**src/rtl/sdram_wbuf.sv**
```systemverilog
// Posted-write FIFO and read sequencer in front of SDRAM channel 2 (req/ready-pulse handshake).
// Define SDRAM_WBUF_FORWARD_EN to let full-word reads complete from buffered writes.

module sdram_wbuf #(
    parameter int unsigned DEPTH  = 4,
    parameter int unsigned ADDR_W = 27
) (
    input  logic              clk,
    input  logic              reset,
    input  logic [ADDR_W-1:0] cpu_addr,
    input  logic [31:0]       cpu_din,
    input  logic [3:0]        cpu_be,
    input  logic              cpu_wr,
    output logic              cpu_wack,
    input  logic              cpu_rd,
    output logic [31:0]       cpu_dout,
    output logic              cpu_rdone,
    output logic              full,
    output logic              empty,
    output logic [ADDR_W-1:0] mem_addr,
    output logic [31:0]       mem_din,
    output logic [3:0]        mem_be,
    output logic              mem_rnw,
    output logic              mem_req,
    input  logic [31:0]       mem_dout,
    input  logic              mem_ready
);

    localparam int unsigned AW = (DEPTH > 1) ? $clog2(DEPTH) : 1;
    localparam int unsigned PW = AW + 1;
    localparam logic [ADDR_W-1:0] WORD_MASK = ~ADDR_W'(3);

    typedef enum logic [2:0] {IDLE, WREQ, WWAIT, RREQ, RWAIT} state_t;

    logic [ADDR_W-1:0] addr_mem [DEPTH];
    logic [31:0]       data_mem [DEPTH];
    logic [3:0]        be_mem   [DEPTH];

    state_t            state_q, state_d;
    logic [PW-1:0]     wr_ptr_q, wr_ptr_d, rd_ptr_q, rd_ptr_d;
    logic              pend_q, pend_d;
    logic [ADDR_W-1:0] pend_addr_q, pend_addr_d;
    logic [ADDR_W-1:0] mem_addr_q, mem_addr_d;
    logic [31:0]       mem_din_q, mem_din_d;
    logic [3:0]        mem_be_q, mem_be_d;
    logic              mem_rnw_q, mem_rnw_d;
    logic              mem_req_q, mem_req_d;
    logic              rdone_q, rdone_d;
    logic [31:0]       dout_q, dout_d;
    logic              ready_d_q;

    logic              full_w, fifo_empty, push, ready_rise;
    logic [AW-1:0]     rd_idx;
    logic [ADDR_W-1:0] cpu_word_addr;

    assign full_w        = (wr_ptr_q[PW-1] != rd_ptr_q[PW-1]) && (wr_ptr_q[AW-1:0] == rd_ptr_q[AW-1:0]);
    assign fifo_empty    = (wr_ptr_q == rd_ptr_q);
    assign cpu_wack      = cpu_wr & ~full_w & ~reset;
    assign push          = cpu_wack;
    assign ready_rise    = mem_ready & ~ready_d_q;
    assign rd_idx        = rd_ptr_q[AW-1:0];
    assign cpu_word_addr = cpu_addr & WORD_MASK;

`ifdef SDRAM_WBUF_FORWARD_EN
    logic [PW-1:0] fill;
    logic [AW-1:0] idx;
    logic          any_match, partial_match, fwd_hit;
    logic [31:0]   fwd_data;

    assign fill = wr_ptr_q - rd_ptr_q;

    // Scan oldest to newest so the last match wins; any partial-BE match disables forwarding.
    always_comb begin
        any_match     = 1'b0;
        partial_match = 1'b0;
        fwd_data      = '0;
        idx           = '0;
        for (int unsigned i = 0; i < DEPTH; i++) begin
            idx = rd_idx + AW'(i);
            if ((PW'(i) < fill) && (addr_mem[idx] == cpu_word_addr)) begin
                any_match = 1'b1;
                fwd_data  = data_mem[idx];
                if (be_mem[idx] != 4'hF) partial_match = 1'b1;
            end
        end
    end

    assign fwd_hit = any_match & ~partial_match;
`endif

    always_ff @(posedge clk) begin
        if (push) begin
            addr_mem[wr_ptr_q[AW-1:0]] <= cpu_word_addr;
            data_mem[wr_ptr_q[AW-1:0]] <= cpu_din;
            be_mem[wr_ptr_q[AW-1:0]]   <= cpu_be;
        end
    end

    always_comb begin
        state_d     = state_q;
        wr_ptr_d    = wr_ptr_q;
        rd_ptr_d    = rd_ptr_q;
        pend_d      = pend_q;
        pend_addr_d = pend_addr_q;
        mem_addr_d  = mem_addr_q;
        mem_din_d   = mem_din_q;
        mem_be_d    = mem_be_q;
        mem_rnw_d   = mem_rnw_q;
        mem_req_d   = 1'b0;
        rdone_d     = 1'b0;
        dout_d      = dout_q;

        if (push) wr_ptr_d = wr_ptr_q + PW'(1);

        if (cpu_rd && !pend_q) begin
`ifdef SDRAM_WBUF_FORWARD_EN
            if (fwd_hit) begin
                dout_d  = fwd_data;
                rdone_d = 1'b1;
            end else begin
                pend_d      = 1'b1;
                pend_addr_d = cpu_word_addr;
            end
`else
            pend_d      = 1'b1;
            pend_addr_d = cpu_word_addr;
`endif
        end

        // Writes drain before any pending read so reads observe all prior writes.
        case (state_q)
            IDLE: begin
                if (!fifo_empty) begin
                    mem_addr_d = addr_mem[rd_idx];
                    mem_din_d  = data_mem[rd_idx];
                    mem_be_d   = be_mem[rd_idx];
                    mem_rnw_d  = 1'b0;
                    mem_req_d  = 1'b1;
                    state_d    = WREQ;
                end else if (pend_q) begin
                    mem_addr_d = pend_addr_q;
                    mem_be_d   = 4'hF;
                    mem_rnw_d  = 1'b1;
                    mem_req_d  = 1'b1;
                    state_d    = RREQ;
                end
            end
            WREQ:  state_d = WWAIT;
            RREQ:  state_d = RWAIT;
            WWAIT: begin
                if (ready_rise) begin
                    rd_ptr_d = rd_ptr_q + PW'(1);
                    state_d  = IDLE;
                end
            end
            RWAIT: begin
                if (ready_rise) begin
                    dout_d  = mem_dout;
                    rdone_d = 1'b1;
                    pend_d  = 1'b0;
                    state_d = IDLE;
                end
            end
            default: state_d = IDLE;
        endcase
    end

    always_ff @(posedge clk or posedge reset) begin
        if (reset) begin
            state_q     <= IDLE;
            wr_ptr_q    <= '0;
            rd_ptr_q    <= '0;
            pend_q      <= 1'b0;
            pend_addr_q <= '0;
            mem_addr_q  <= '0;
            mem_din_q   <= '0;
            mem_be_q    <= '0;
            mem_rnw_q   <= 1'b1;
            mem_req_q   <= 1'b0;
            rdone_q     <= 1'b0;
            dout_q      <= '0;
            ready_d_q   <= 1'b0;
        end else begin
            state_q     <= state_d;
            wr_ptr_q    <= wr_ptr_d;
            rd_ptr_q    <= rd_ptr_d;
            pend_q      <= pend_d;
            pend_addr_q <= pend_addr_d;
            mem_addr_q  <= mem_addr_d;
            mem_din_q   <= mem_din_d;
            mem_be_q    <= mem_be_d;
            mem_rnw_q   <= mem_rnw_d;
            mem_req_q   <= mem_req_d;
            rdone_q     <= rdone_d;
            dout_q      <= dout_d;
            ready_d_q   <= mem_ready;
        end
    end

    assign cpu_dout  = dout_q;
    assign cpu_rdone = rdone_q;
    assign full      = full_w;
    assign empty     = fifo_empty;
    assign mem_addr  = mem_addr_q;
    assign mem_din   = mem_din_q;
    assign mem_be    = mem_be_q;
    assign mem_rnw   = mem_rnw_q;
    assign mem_req   = mem_req_q;

endmodule
```
**config.mk**
```make
export PLATFORM = sky130hd
export DESIGN_NAME = sdram_wbuf
export DESIGN_NICKNAME = d
export VERILOG_FILES = /design/src/rtl/sdram_wbuf.sv
export SDC_FILE = /design/constraint.sdc
export NUM_CORES = 1
export LEC_CHECK = 0
export BUFFER_PORTS_ARGS = -buffer_cell sky130_fd_sc_hd__buf_2
export CORE_MARGIN = 2
export CORE_UTILIZATION = 55
export DETAILED_ROUTE_END_ITERATION = 6
export PLACE_DENSITY = 0.83
export SLEW_MARGIN = 5
export SYNTH_ARGS = -nofsm -noshare
export SYNTH_HDL_FRONTEND = slang
export SYNTH_SLANG_ARGS = --single-unit
```
**constraint.sdc**
```tcl
create_clock -name clk -period 5.9 [get_ports clk]
set_input_delay 0.885 -clock clk [delete_from_list [all_inputs] [get_ports clk]]
set_output_delay 0.885 -clock clk [all_outputs]
set_load 0.01 [all_outputs]
```
* Yosys cells after proc, flatten, opt, wreduce, memory -nomap -nowiden
Memory sizes are Yosys's and may differ from the RTL's. A register that Yosys moved wholly into a read port is not among the register bits.
Index checks and enable logic that the tools add are counted.
** Cells by class
- $add $sub $neg :: 2
- Equality and inequality tests :: 10
- Muxes and demuxes :: 20
- Bitwise logic cells :: 7
- Reduce and logical (&&, ||, !) cells :: 10
** Operators with widths (count)
- $mux W27 :: 2
- $mux W1 :: 12
- $pmux W3 S4 :: 1
- $reduce_and A2 Y1 :: 5
- $mux W3 :: 3
- $mux W4 :: 2
- $add A3 B1 Y3 const B :: 2
- $eq A3 B2 Y1 const B :: 2
- $ne A2 B1 Y1 const B :: 2
- $not A1 Y1 :: 4
- $and A1 B1 Y1 :: 3
- $eq A3 B1 Y1 const B :: 1
- $eq A3 B3 Y1 :: 1
- $eq A3 B3 Y1 const B :: 1
- $logic_not A3 Y1 :: 1
- $ne A3 B3 Y1 const B :: 1
- $eq A2 B2 Y1 :: 1
- $logic_and A1 B1 Y1 :: 2
- $reduce_or A2 Y1 :: 1
- $logic_not A1 Y1 :: 1
- $ne A1 B1 Y1 :: 1
** Word-level totals
- Flip-flop bits (word level) :: 102
- Bits in writable memories :: 244
- Bits of input ports :: 100
- Output and inout bits :: 101
- Word-level logic and storage cells :: 64
- Memories kept :: 3
** Memory list
- data_mem :: words 4, width 32, rd ports 1, clocked after memory_dff 1, write ports 1, RTL line 36 : logic [31:0] data_mem [DEPTH];
- addr_mem :: words 4, width 25, rd ports 1, clocked after memory_dff 0, write ports 1, RTL line 35 : logic [ADDR_W-1:0] addr_mem [DEPTH];
- be_mem :: words 4, width 4, rd ports 1, clocked after memory_dff 0, write ports 1, RTL line 37 : logic [3:0] be_mem [DEPTH];

* Depth between registers and ports, before layout
Gate-level depths: netlist of run 1.
- Word-level depth :: 7
- Mapped depth :: 6
- Mapped depth without buffers :: 4

* Worst setup path before layout of run 1
OpenSTA, ideal clock, no wires.
- Path kind :: input -> register
- Start :: input port reset
- End :: memory addr_mem[2][0] (netlist name), enable pin
- Library setup time :: 0.425 ns
- Arrival :: 2.863 ns
- Path slack :: 2.612 ns
- Stages on the path :: 3
- Path buffers :: 0
- Cells stage by stage :: nand2b_1 a31oi_2 and2_1
** On the way
- Longest elaborated chain between the ends :: 4
** Ends and longest elaborated chain
- from (decl) :: RTL line 9 : input logic reset,
- $not A1 Y1 :: RTL line 58 : assign cpu_wack = cpu_wr & ~full_w & ~reset;
- $and A1 B1 Y1 :: RTL line 58
- net cpu_wack :: RTL line 14 : output logic cpu_wack,
- $mux W1 :: RTL line 92 : if (push) begin
- $mux W1 (implied by the code) :: RTL line 93 : addr_mem[wr_ptr_q[AW-1:0]] <= cpu_word_addr;
- to (decl) :: RTL line 35
The timed path passes the listed nets, and every way through them passes these cells.

* Final worst setup path of run 1
- Start :: register rd_ptr_q[1]
- End :: output port cpu_wack
** On the way
- Longest elaborated chain between the ends :: 5
** Ends and longest elaborated chain
- from (decl) :: RTL line 40 : logic [PW-1:0] wr_ptr_q, wr_ptr_d, rd_ptr_q, rd_ptr_d;
- from (signal assigned) :: RTL line 186 : rd_ptr_q <= rd_ptr_d;
- $eq A2 B2 Y1 :: RTL line 56 : assign full_w = (wr_ptr_q[PW-1] != rd_ptr_q[PW-1]) && (wr_ptr_q[AW-1:0] == rd_ptr_q[AW-1:0]);
- $logic_and A1 B1 Y1 :: RTL line 56
- $not A1 Y1 :: RTL line 58
- $and A1 B1 Y1 (2 in a row) :: RTL line 58
- to (decl) :: RTL line 14
Every way passes these cells.

==> results of run 1 <==
placed cells by master, fill, tap and decap left out, types with 5 or more instances in the layout:
cell | Yosys | layout
edfxtp_1 | 244 | 244
buf_2 | 17 | 196
dfrtp_1 | 131 | 129
mux2_2 | 62 | 62
mux4_2 | 61 | 61
clkbuf_16 | 0 | 41
mux2_4 | 29 | 29
nand2_1 | 26 | 26
nor2b_1 | 27 | 26
o31a_1 | 26 | 25
a41oi_1 | 25 | 25
o211ai_1 | 25 | 25
o311ai_0 | 21 | 21
buf_4 | 3 | 17
clkinv_2 | 0 | 9
ha_1 | 5 | 5
clkbuf_8 | 0 | 5
metrics by stage:
step	cells	cell area (sq um)	util [%]
after CTS	1362	17600	65.5
after global routing	1363	17600	65.5
after floorplan	797	15000	-
after detailed placement	1290	16300	60.6
after global placement	1290	16300	60.6
final	1366	17600	65.5
registers in the layout, summed over array words and instances, names as in the netlist:
register and cells:
mem_be 4, data_mem 128, state_q 3, mem_rnw 1, pend_addr_q 25, addr_mem 100
wr_ptr_q 3, pend_q 1, cpu_rdone 1, ready_d_q 1, cpu_dout 32, mem_req 1
be_mem 16, mem_din 32, rd_ptr_q 3, mem_addr 25
metal layers:
metal	track usage [%]	part of all wire, %	up-vias
met4	7.62	2.3	2
met2	37.0	50	391
met5	0	0.022	-
li1	-	-	3606
met3	4.82	7.6	55
met1	30.6	41	4221
cell type report:
type / count / share of cell area [%]
multi-input cells: 354 / 23.1
clock inverters: 22 / 1.20
well taps: 341 / 2.42
inverters: 6 / 0.156
clock buffers: 50 / 6.30
flip-flops and latches: 376 / 60.4
diodes: 4 / 0.0569
repair buffers: 213 / 6.30
cells by family (layout without fill, tap and decap cells):
group / Yosys count / after routing / share of synthesized area [%]
fa+ha+maj: 5 / 5 / 0.417
mux: 152 / 152 / 16.7
flops: 376 / 376 / 70.9
xor+xnor: 10 / 10 / 0.785
compound gates: 116 / 116 / 6.53
simple gates: 69 / 69 / 2.50
other cells: 1 / 6 / 0.0250
buf+inv: 67 / 291 / 2.10
power by group through the flow:
stage	logic [mW]	registers [mW]	clock network, mW
2_1_floorplan	2.34	3.97	0
3_3_place_gp	3.28	4.00	0
3_5_place_dp	3.39	4.04	0
4_1_cts	3.43	4.00	2.50
5_1_grt	3.65	4.08	2.61
6_report	3.41	4.00	2.47
worst register-to-register path: cells and delay by family, from the launching register on:
kind                   cells  cell delay, ns
AO/OA/AOI/OAI              1            0.43
XOR/XNOR                   1            0.16
buffers and inverters      2            1.27
flip-flops                 1            1.11
worst paths after layout:
kind | start | endpoint | cells past startpoint
worst max register to register | rd_ptr_q[1] | be_mem[3][2] | 4
worst min register to register | cpu_dout[10] | cpu_dout[10] | 1
min in group asynchronous | reset | mem_addr[23] | 2
worst max-delay path | rd_ptr_q[1] | cpu_wack | 4
max in group asynchronous | reset | mem_din[15] | 3
worst min-delay path | mem_ready | ready_d_q | 1
==> results.toml, run 1 <==
[synthesis]
synthesis.instances = 796
synthArstFlopShare_pct = 35.1
yosysTopAreaCellShare_pct = 48.9
synth_ff_type = "edfxtp_1"
synth_edf_count = 244
yosysMostFrequentCell = "edfxtp_1"
synth_seq_cells = 376
ys_warn_count = 0
yosys.area.top_type = "edfxtp_1"
ys_top_cells_by_area = "edfxtp_1 49%, dfrtp_1 22%, mux4_2 9.2%"
yosysSeqAreaShare_pct = 70.9
yosys-top-cells-count = "244 x edfxtp_1, 131 x dfrtp_1, 62 x mux2_2"
syn_area_per_cell_sq_um = 18.8
ys_types = 43
synth_area_sq_mm = 0.0150

[power_and_ir_drop]
clockPowerShare_pct = 25.0
swShare_pct = 33.9
power_switching_mw = 3.35
cellPowerDensity_mw_per_mm2 = 561
power_mw = 9.88
vdd_drop_max_uv = 382
combPwrFrac_pct = 34.5
leakage_nw = 6.65
seq_power_share_pct = 40.5
power.internal_mw = 6.53

[status]
status = "completed"

[sta]
hold_viol_final = 0
max_freq_mhz = 275
setup_viol = 0
fin_crit_sh_pct = 61.6
maxSlewHeadroom_pct = 30.2
hold_slack_ns = 0.494
rsz0062_at_grt = "false"
period_needed_ns = 3.63
clock_skew_ns = 0.0140
slew_viol_final = 0
setup_ws_ns = 2.27
tightest_slew_ns = 1.05
fin_setup_tns_ns = 0

[global_route]
antenna_found_initial = 4
grt_pass1_wl_mm = 49.4
global_route.usage.total_pct = 22.6
grt_pass1_vias = 8558
grt_overflow_total = 0
grt_max_degree = 93

[placed_design]
dp_hpwl_mm = 17.6
io_buffers = 196
gp_congestion = 0.727
pre_cts_ws_ns = 2.56

[clock_tree]
path_clk_slew_ns = 0.06
cts_inserted_buffers = 39
cts-root-buf = "clkbuf_16"
cts_setup_buffers = 0
post_cts_resized = 0
cts_hold_buffers = 0
h-tree-depth = 2
clock-sinks = 376
cts_buffer_depth = 3
cts_tree = "done"
insertion_delay_ns = 0.53

[run]
drv_cap = 0

[floorplan]
die_w_microns = 169
start_util_pct = 55.8
io_pins = 201
core_sq_mm = 0.0269
std_cell_rows = 60
dieArea_sq_mm = 0.0286
chipHeight_microns = 169

[setup_path]
crit_arrival_ns = 2.75
critPathKind = "flop to output port"
cpPeakStageDelay_ns = 1.11
cp_slowest_cell = "dfrtp_4"
crit_path_start_kind = "flop"
cp.required_ns = 5.02
end_kind = "output port"
worst-path-buf-inv = 2
cp_top_family = "flip-flops"
regToRegSetupSlack_ns = 2.57
critPathMaxFanout = 65
path_cells = "xnor2_2, buf_4, a31oi_2, buf_2"

[final_layout]
nFillCells = 1780
areaGrowthSynthToFinish_pct = 17.5
multi_input_area_sq_mm = 0.00407
nets = 1095
drive_gt1_share_pct = 44.0
register_area_sq_mm = 0.0106

[min_path]
hp-class = "primary input to flop"

[drt]
drt_iter0_markers = 697
routed_wl_mm = 31.8
drc = 0
drtPass1Iterations = 5
vias_per_cell = 6.06
routedWlPerCell_microns = 23.3
vias = 8275
antenna_left = 0
Note: power is estimated with default switching activity, not from simulation.
==> run 2, diff against run 1 <==
==> constraint.sdc (replaced) <==
create_clock -name clk -period 3.56 [get_ports clk]
set_input_delay 0.534 -clock clk [delete_from_list [all_inputs] [get_ports clk]]
set_output_delay 0.534 -clock clk [all_outputs]
set_load 0.01 [all_outputs]
==> results.toml, run 2 (synthesized netlist as in run 1, its figures left out) <==
[clock_tree]
insertion_delay_ns = 0.53
path_clk_slew_ns = 0.06
cts_tree = "done"
cts_inserted_buffers = 39
cts-root-buf = "clkbuf_16"
clock-sinks = 376
h-tree-depth = 2
cts_setup_buffers = 0
post_cts_resized = 0
cts_buffer_depth = 3
cts_hold_buffers = 0

[global_route]
grt_overflow_total = 0
top_usage_layer = "met2"
grtUsageMet3_pct = 4.35
grt_pass1_wl_mm = 47.6
grt_pass1_vias = 8317
antenna_found_initial = 2
use_met1_pct = 29.2
grt_max_degree = 64
global_route.usage.total_pct = 21.9
grt_util_met2_pct = 36.6

[final_layout]
layout_commonest_cell = "edfxtp_1"
instances_no_fill = 1371
nets = 1102
layout_common_cells = "244 x edfxtp_1, 196 x buf_2, 129 x dfrtp_1"
areaGrowthSynthToFinish_pct = 18.2
largest_reg_flops = 128
drive_gt1_share_pct = 43.7

[drt]
routed_wl_mm = 31.0
drtPass1Iterations = 5
antenna_left = 0
drt_iter0_markers = 586
vias = 8043
routedWlPerCell_microns = 22.6
drc = 0
vias_per_cell = 5.87

[power_and_ir_drop]
seq_power_share_pct = 39.7
vdd_drop_max_uv = 974
clockPowerShare_pct = 25.1
power_mw = 16.3
power.internal_mw = 11.0
power_switching_mw = 5.35
leakage_nw = 6.69
combPwrFrac_pct = 35.2
swShare_pct = 32.8
cellPowerDensity_mw_per_mm2 = 921

[placed_design]
dp_hpwl_mm = 18.2
io_buffers = 196
dp.cells = 1297
gp_congestion = 0.756

[sta]
maxSlewHeadroom_pct = 25.0
period_needed_ns = 2.72
clock_skew_ns = 0.0117
slew_viol_final = 0
fin_crit_sh_pct = 76.5
hold_viol_final = 0
tightest_slew_ns = 1.12
max_freq_mhz = 367
setup_viol = 0
rsz0062_at_grt = "false"
fin_setup_tns_ns = 0

[run]
drv_cap = 0

[setup_path]
critPathKind = "flop to output port"
crit_arrival_ns = 2.19
critPathMaxFanout = 30
crit_path_start_kind = "flop"
cp.required_ns = 3.03
end_kind = "output port"

[floorplan]
die_w_microns = 169
std_cell_rows = 60
dieArea_sq_mm = 0.0286
start_util_pct = 55.8
chipHeight_microns = 169
core_sq_mm = 0.0269
io_pins = 201

[status]
status = "completed"

[min_path]
hp-class = "primary input to flop"
[run 2: cell types whose count changed in the layout (fill, tap and decap cells not counted), sizes merged]
| cell | change |
|---|---|
| buf | +7 |
| clkbuf | +7 |
| clkinv | -7 |
| bufinv | +2 |
| diode | -2 |
| inv | -2 |
[run 2: cell type report]
| cell class | instances | area [sq um] |
|---|---|---|
| diodes | 2 | 5.00 |
| clock buffers | 57 | 1110 |
| clock inverters | 15 | 193 |
| fillers | 1819 | 9160 |
| inverters | 6 | 26.3 |
| multi-input cells | 354 | 4070 |
| flip-flops and latches | 376 | 10600 |
| well taps | 341 | 427 |
| repair buffers | 220 | 1240 |
[run 2: power by group through the flow]
stage | sequential (mW) | clock, mW | combinational, mW
after floorplan | 6.58 | 0 | 3.89
after global placement | 6.49 | 0 | 5.59
after detailed placement | 6.54 | 0 | 5.76
after CTS | 6.49 | 4.15 | 5.81
after global routing | 6.60 | 4.32 | 6.16
final | 6.48 | 4.09 | 5.75
[run 2: worst paths after layout]
kind                               from            to  slack [ns]  depth (start not counted)
setup / recovery            rd_ptr_q[0]          full        0.84                          4
hold / removal                mem_ready     ready_d_q        0.14                          1
setup reg to reg            rd_ptr_q[1]  mem_addr[26]        0.95                          4
hold reg to reg            cpu_dout[10]  cpu_dout[10]        0.50                          1
max in group asynchronous         reset    mem_din[6]        2.34                          3
min in group asynchronous         reset  cpu_dout[11]        0.15                          2
[run 2: worst max-delay path, cell delays in order, from the launching register on]
cell and delay, ns:
dfrtp_4 0.67, xor2_2 0.25, buf_4 0.27, nor3_1 0.28
buf_2 0.18
[run 2: per-stage QoR]
step	hold WS [ns]	instance area, sq um	setup WS [ns]	utilization (%)
floorplan	0.481	15000	0.490	-
global placement	0.481	16400	1.02	61.0
detailed placement	0.487	16400	0.996	61.0
CTS	0.128	17700	0.781	65.9
global route	0.141	17700	0.736	65.9
finish	0.140	17700	0.837	65.9
[run 2: routing by layer]
| metal | wire [microns] | vias to the layer above | share of wire [%] |
|---|---|---|---|
| li1 | - | 3599 | - |
| met1 | 12600 | 4087 | 41 |
| met2 | 15600 | 286 | 50 |
| met3 | 1910 | 69 | 6.2 |
| met4 | 888 | 2 | 2.9 |
| met5 | 7 | - | 0.023 |
==> run 3, diff against run 2 <==
==> constraint.sdc (replaced) <==
create_clock -name clk -period 2.56 [get_ports clk]
set_input_delay 0.384 -clock clk [delete_from_list [all_inputs] [get_ports clk]]
set_output_delay 0.384 -clock clk [all_outputs]
set_load 0.01 [all_outputs]
==> results.toml, run 3 (synthesized netlist as in run 1, its figures left out) <==
[clock_tree]
path_clk_slew_ns = 0.06
cts_tree = "done"
cts-root-buf = "clkbuf_16"
h-tree-depth = 2
cts_buffer_depth = 3
clock-sinks = 376
insertion_delay_ns = 0.53
cts_inserted_buffers = 39

[floorplan]
start_util_pct = 55.8
core_sq_mm = 0.0269
std_cell_rows = 60
chipHeight_microns = 169
dieArea_sq_mm = 0.0286
die_w_microns = 169
io_pins = 201

[drt]
antenna_left = 0
drtPass1Iterations = 5
routed_wl_mm = 31.2
drc = 0
vias = 8271
drt_iter0_markers = 680
vias_per_cell = 5.99
routedWlPerCell_microns = 22.6

[sta]
max_freq_mhz = 419
setup_viol = 0
hold_viol_final = 0
fin_setup_tns_ns = 0
fin_crit_sh_pct = 93.3
tightest_slew_ns = 1.02
setup_ws_ns = 0.171
clock_skew_ns = 0.0184
rsz0062_at_grt = "false"
maxSlewHeadroom_pct = 31.8
period_needed_ns = 2.39
slew_viol_final = 0

[setup_path]
critPathMaxFanout = 19
worst-path-buf-inv = 2
end_kind = "output port"
cp_top_family = "flip-flops"
cp.required_ns = 2.18
path_cells = "xor2_4, buf_6, nor3_1, buf_2"
cpPeakStageDelay_ns = 0.55
cp_slowest_cell = "dfrtp_1"
crit_arrival_ns = 2.00
critPathKind = "flop to output port"
crit_path_start_kind = "flop"

[min_path]
hp-class = "primary input to flop"

[placed_design]
dp.cells = 1305
dpl_cell_area_sq_mm = 0.0164
dp_hpwl_mm = 18.1
io_buffers = 196
pre_cts_ws_ns = 0.257
gp_congestion = 0.804

[final_layout]
layout_commonest_cell = "edfxtp_1"
multi_input_area_sq_mm = 0.00409
nets = 1111
instances_no_fill = 1380
fin_area_sq_mm = 0.0177
drive_gt1_share_pct = 44.4
layout_common_cells = "244 x edfxtp_1, 196 x buf_2, 129 x dfrtp_1"
register_area_sq_mm = 0.0106
largest_reg_flops = 128
areaGrowthSynthToFinish_pct = 18.2
nFillCells = 1828

[global_route]
grt_pass1_vias = 8599
global_route.usage.total_pct = 22.3
grt_max_degree = 64
antenna_found_initial = 3
grt_pass1_wl_mm = 48.5
grt_overflow_total = 0

[run]
drv_cap = 0

[power_and_ir_drop]
power.internal_mw = 15.2
cellPowerDensity_mw_per_mm2 = 1280
clockPowerShare_pct = 24.0
seq_power_share_pct = 39.4
combPwrFrac_pct = 36.5
swShare_pct = 33.3
power_mw = 22.7
vdd_drop_max_uv = 1170
power_switching_mw = 7.59
leakage_nw = 6.71

[status]
status = "completed"
-- run 3: what timing repair did --
item | CTS | global route
pin swaps | 0 | 0
setup endpoints to repair | 2 | 1
buffers inserted | 0 | 0
resized for setup | 1 | 1
hold buffers | 1 | 0
hold endpoints to repair | 24 | 0
-- run 3: routing by layer --
metal / GRT usage [%] / vias up / wire [microns]
li1: - / 3628 / -
met1: 29.8 / 4220 / 12700
met2: 36.4 / 341 / 15200
met3: 5.24 / 80 / 2360
met4: 8.29 / 2 / 1000
met5: 0 / - / 13
-- run 3: per-stage QoR --
step | hold WS [ns] | util (%)
floorplan | 0.415 | -
global placement | 0.480 | 61.1
detailed placement | 0.486 | 61.1
CTS | 0.00182 | 65.9
global route | 0.00276 | 65.9
finish | 0.0213 | 65.9
-- run 3: path summary, 6_finish.rpt --
path / endpoint / cells past startpoint / slack, ns / startpoint
max reg2reg: data_mem[0][28] / 3 / 0.26 / rd_ptr_q[0]
min reg2reg: cpu_dout[27] / 1 / 0.50 / cpu_dout[27]
min: ready_d_q / 1 / 0.02 / mem_ready
max: full / 4 / 0.17 / wr_ptr_q[0]
min in group asynchronous: mem_addr[24] / 3 / 0.53 / reset
max in group asynchronous: cpu_dout[11] / 4 / 1.17 / reset
-- run 3: final cells by class --
cell class | count | share of cell area, %
well taps | 341 | 2.41
flip-flops and latches | 376 | 60.1
repair buffers | 229 | 7.18
clock inverters | 21 | 0.982
inverters | 6 | 0.170
diodes | 2 | 0.0283
clock buffers | 51 | 6.11
multi-input cells | 354 | 23.1
-- run 3: power by group through the flow --
stage	clock (mW)	combinational (mW)	sequential (mW)
global route	5.82	8.92	9.13
global placement	0	8.01	8.98
CTS	5.57	8.34	8.97
finish	5.47	8.31	8.97
detailed placement	0	8.24	9.05
floorplan	0	5.41	9.13
